$ cat src/rtl/conv3x3_tap_sequencer.sv
// Sequential 3x3 convolution: one DW x DW multiplier is stepped over the nine
// taps of a window, products are summed into an ACCW-bit result.
module conv3x3_tap_sequencer #(
  parameter int DW   = 8,
  parameter int ACCW = 20
) (
  input  logic              clk,
  input  logic              reset,
  input  logic              start,
  input  logic              load_k,
  input  logic              abort,
  input  logic [9*DW-1:0]   x_flat,
  input  logic [9*DW-1:0]   k_flat,
  output logic              busy,
  output logic              done,
  output logic [ACCW-1:0]   result,
  output logic [3:0]        tap_idx
);

  typedef enum logic [1:0] {IDLE, MAC, DRAIN} state_t;

  state_t            state_reg, state_next;
  logic [DW-1:0]     x_reg [9];
  logic [DW-1:0]     k_reg [9];
  logic [2*DW-1:0]   prod_reg;
  logic [ACCW-1:0]   acc_reg;
  logic [ACCW-1:0]   result_reg;
  logic [3:0]        tap_reg;
  logic              busy_reg;
  logic              done_reg;

  logic              accept;
  logic              step;
  logic              finish;
  logic              cancel;
  logic [3:0]        k_idx;
  logic [DW-1:0]     x_sel;
  logic [DW-1:0]     k_sel;
  logic [2*DW-1:0]   prod_next;
  logic [ACCW-1:0]   prod_ext;

  // Kernel is flipped: tap n pairs pixel n with coefficient 8-n.
  assign k_idx     = 4'd8 - tap_reg;
  assign x_sel     = x_reg[tap_reg];
  assign k_sel     = k_reg[k_idx];
  assign prod_next = {{DW{1'b0}}, x_sel} * {{DW{1'b0}}, k_sel};
  assign prod_ext  = {{(ACCW-2*DW){1'b0}}, prod_reg};

  always_ff @(posedge clk or negedge reset) begin
    if (!reset) begin
      state_reg <= IDLE;
    end else begin
      state_reg <= state_next;
    end
  end

  always_comb begin
    state_next = state_reg;
    accept     = 1'b0;
    step       = 1'b0;
    finish     = 1'b0;
    cancel     = 1'b0;
    case (state_reg)
      IDLE: begin
        if (start && !abort) begin
          accept     = 1'b1;
          state_next = MAC;
        end
      end
      MAC: begin
        if (abort) begin
          cancel     = 1'b1;
          state_next = IDLE;
        end else begin
          step = 1'b1;
          if (tap_reg == 4'd8) begin
            state_next = DRAIN;
          end
        end
      end
      DRAIN: begin
        if (abort) begin
          cancel = 1'b1;
        end else begin
          finish = 1'b1;
        end
        state_next = IDLE;
      end
      default: state_next = IDLE;
    endcase
  end

  // Operand capture; the kernel is only overwritten when load_k accompanies start.
  always_ff @(posedge clk or negedge reset) begin
    if (!reset) begin
      for (int i = 0; i < 9; i++) begin
        x_reg[i] <= '0;
        k_reg[i] <= '0;
      end
    end else if (accept) begin
      for (int i = 0; i < 9; i++) begin
        x_reg[i] <= x_flat[i*DW +: DW];
        if (load_k) begin
          k_reg[i] <= k_flat[i*DW +: DW];
        end
      end
    end
  end

  always_ff @(posedge clk or negedge reset) begin
    if (!reset) begin
      prod_reg   <= '0;
      acc_reg    <= '0;
      result_reg <= '0;
      tap_reg    <= '0;
      busy_reg   <= 1'b0;
      done_reg   <= 1'b0;
    end else begin
      done_reg <= 1'b0;
      if (accept) begin
        acc_reg  <= '0;
        tap_reg  <= '0;
        busy_reg <= 1'b1;
      end
      if (step) begin
        prod_reg <= prod_next;
        // The first issued tap has no earlier product to fold in.
        if (tap_reg != 4'd0) begin
          acc_reg <= acc_reg + prod_ext;
        end
        if (tap_reg != 4'd8) begin
          tap_reg <= tap_reg + 4'd1;
        end
      end
      if (finish) begin
        result_reg <= acc_reg + prod_ext;
        done_reg   <= 1'b1;
        busy_reg   <= 1'b0;
        tap_reg    <= '0;
      end
      if (cancel) begin
        busy_reg <= 1'b0;
        tap_reg  <= '0;
      end
    end
  end

  assign busy    = busy_reg;
  assign done    = done_reg;
  assign result  = result_reg;
  assign tap_idx = tap_reg;

endmodule

$ cat config.mk
export PLATFORM = sky130hd
export DESIGN_NAME = conv3x3_tap_sequencer
export DESIGN_NICKNAME = d
export VERILOG_FILES = /design/src/rtl/conv3x3_tap_sequencer.sv
export SDC_FILE = /design/constraint.sdc
export NUM_CORES = 1
export LEC_CHECK = 0
export ABC_CLOCK_PERIOD_IN_PS = 5800
export BUFFER_PORTS_ARGS = -buffer_cell sky130_fd_sc_hd__buf_2
export CAP_MARGIN = 30
export CORE_UTILIZATION = 48
export DETAILED_ROUTE_END_ITERATION = 10
export HOLD_SLACK_MARGIN = 0.1
export PLACE_DENSITY = 0.75
export SLEW_MARGIN = 20
export SYNTH_ARGS = -nofsm -noshare
export SYNTH_HDL_FRONTEND = slang
export SYNTH_SLANG_ARGS = --single-unit
$ cat constraint.sdc
create_clock -name clk -period 5.8 [get_ports clk]
set_input_delay 0.58 -clock clk [delete_from_list [all_inputs] [get_ports clk]]
set_output_delay 0.58 -clock clk [all_outputs]
set_load 0.005 [all_outputs]
==> flow_summary.toml <==
[outcome]
outcome = "finished, final reports clean"

[synth]
avgSynthCellArea_um2 = 10.4
synth_fa_ha_area_frac = 0.123
synth_compound_area_frac = 0.0791
synth-seq-cells = 208
synth_top_family_by_area = "multiplexers"
syn-num-nets = 1377
synth_top_cells_by_area = "dfrtp_1, nand2_1, mux2_2, fa_1, ha_1"
synth-simple-area-share = 0.148
synth_ff_type = "dfrtp_1"
synth_top_area_frac = 0.440
synth_cell_types = 62
synth_area_mm2 = 0.0118
synth-edff-count = 0
yosysTopAreaCell = "dfrtp_1"
synth_seq_area_share = 0.440
synthMuxAreaShare = 0.150
postSynthCellCount = 1134
synth-async-reset-ratio = 1.00
synth_xor_area_frac = 0.0220
synth_warnings = 0

[setup_path]
arrival_ns = 6.01
max_stage_delay_ns = 0.54
cpMostUsedCell = "fa_1"
worst_ep_required_time_ns = 6.18
worstPathCellList = "inv_2, ha_4, buf_4, mux4_1, mux2_2, a22oi_2, or2_1, fa_1, fa_1, inv_1, fa_1, inv_1, fa_1, inv_1, ha_4, o21ai_1, nand2b_1, a31oi_4, o21ai_2, a31oi_1, xor2_1, o21ai_1"
worstPathMaxFanout = 8
setup.worst_path.start_class = "flop"
slowest_stage = "fa_1"
end_kind = "flop"
crit_type = "flop to flop"

[final_layout]
final_cell_mix = "nand2_1, dfrtp_1, buf_2"
area_delta_synth_final_pct = 19.6
fin_nets = 1572
drive_gt1_frac = 0.293
fillers = 2045
mostFrequentLayoutCell = "nand2_1"
seq_area_mm2 = 0.00521
multi_input_area_mm2 = 0.00630

[clock_tree]
cts_buffers = 23
cts_tree = "built"
clock_latency_ns = 0.52
cts_sinks = 208
clockBufferDepth = 3
ctsHtreeMaxLevel = 1
clkTransAtPathRegs_ns = 0.06
cts_root_buffer = "clkbuf_16"

[timing]
fmax_ghz = 0.178
maxSlewViolCount = 0
grt_setup_unrepaired = "true"
fin_worst_skew_ns = 0.0208
finalHoldViolations = 0
tightest_slew_ns = 0.862
setup_viol = 0
timing.hold.ws_ns = 0.242
fin_crit_ns = 5.62
relSlewSlack = 0.426
period_share = 0.969

[die]
dieArea_mm2 = 0.0253
fp-row-count = 57
ios = 175
core_mm2 = 0.0242
initial_utilization = 0.488
die_width_um = 159
die_y_um = 159

[placement]
dp_hpwl_um = 18900
gp_congestion = 0.876
portBuffers = 174

[route]
routed_wirelength_um = 26500
vias = 8751
drc = 0
ant_nets = 0
wire_per_inst_um = 15.9
drtIter0Drc = 514
drtPass1Iterations = 6
viasPerCell = 5.25

[global_route]
grt-ovfl-total = 0
grt_pass1_vias = 8901
antenna_found_initial = 1
grt_start_max_net_pins = 161
grtUsageTotal = 0.211
grt_pass1_wl_um = 43600

[run]
drv_cap = 0

[hold_path]
hold_path.class = "input pin to flop"
[cells by family after synthesis]
logic type | Yosys count
AOI/OAI and AO/OA | 152
adders and majority gates | 94
DFF | 208
and+or+nand+nor | 420
xor gates and xnor gates | 28
buffers and inverters | 110
muxes | 122
[synthesized netlist by cell type (all sizes together) (7+ instances only)]
cell type	number
nor2	83
nand2	268
a21o	9
mux2i	9
clkbuf	35
xnor2	10
xor2	18
inv	60
nor3	11
fa	37
a22oi	8
mux4	32
nand2b	7
buf	14
o21ai	72
mux2	81
dfrtp	208
ha	57
a21oi	34
or2	12
nand3	19
[worst paths after layout]
| check | from | end | slack [ns] | cells past startpoint |
|---|---|---|---|---|
| worst max-delay path | tap_idx[0] | prod_reg[14] | 0.18 | 22 |
| worst min-delay path | x_flat[24] | x_reg[40] | 0.24 | 3 |
| worst max register to register | tap_idx[0] | prod_reg[14] | 0.18 | 22 |
| worst min register to register | result[11] | result[11] | 0.47 | 2 |
| max in group asynchronous | reset | tap_idx[0] | 4.02 | 3 |
| min in group asynchronous | reset | acc_reg[18] | 0.59 | 2 |
[area by class of cell]
cell class / count / area share
multi-input cells: 816 / 0.445
clock inverters: 7 / 0.00557
well taps: 324 / 0.0286
flip-flops and latches: 208 / 0.368
inverters: 60 / 0.0159
repair buffers: 220 / 0.0905
clock buffers: 31 / 0.0463
diodes: 1 / 0.000177
[routing by layer]
layer | global-route usage | vias to the layer above | wire [um]
met5 | 0 | - | 0
met4 | 0.0673 | 0 | 784
met3 | 0.0297 | 53 | 1240
met2 | 0.358 | 263 | 12900
met1 | 0.282 | 4217 | 11500
li1 | - | 4218 | -
[worst max-delay path, delay by kind of cell, from the launching register on]
family,cells,cell delay [ns]
buffers and inverters,5,0.42
DFF,1,0.43
xor gates and xnor gates,1,0.17
adders and majority gates,6,2.60
and+or+nand+nor,2,0.27
muxes,2,0.61
AOI/OAI and AO/OA,6,0.98
[per-stage QoR]
step                 util  setup TNS, ns  instances  worst slack, ns  cell area (um2)
floorplan               -              0       1134          0.00339            11900
CTS                 0.576              0       1649           0.0350            14000
global placement    0.545              0       1610            0.257            13200
finish              0.584              0       1667            0.178            14200
global route        0.584         -0.111       1667           -0.105            14200
detailed placement  0.545              0       1610            0.114            13200
[timing repair]
| item | in CTS | in global routing |
|---|---|---|
| hold endpoints to repair | 48 | 0 |
| gates resized for setup | 0 | 19 |
| hold buffers | 1 | 0 |
| setup endpoints to repair | 0 | 5 |
| buffers inserted | 0 | 17 |
Power is left out: the tool's default activity adds up to more than one toggle a clock period on the data nets, which glitch-free logic cannot reach.
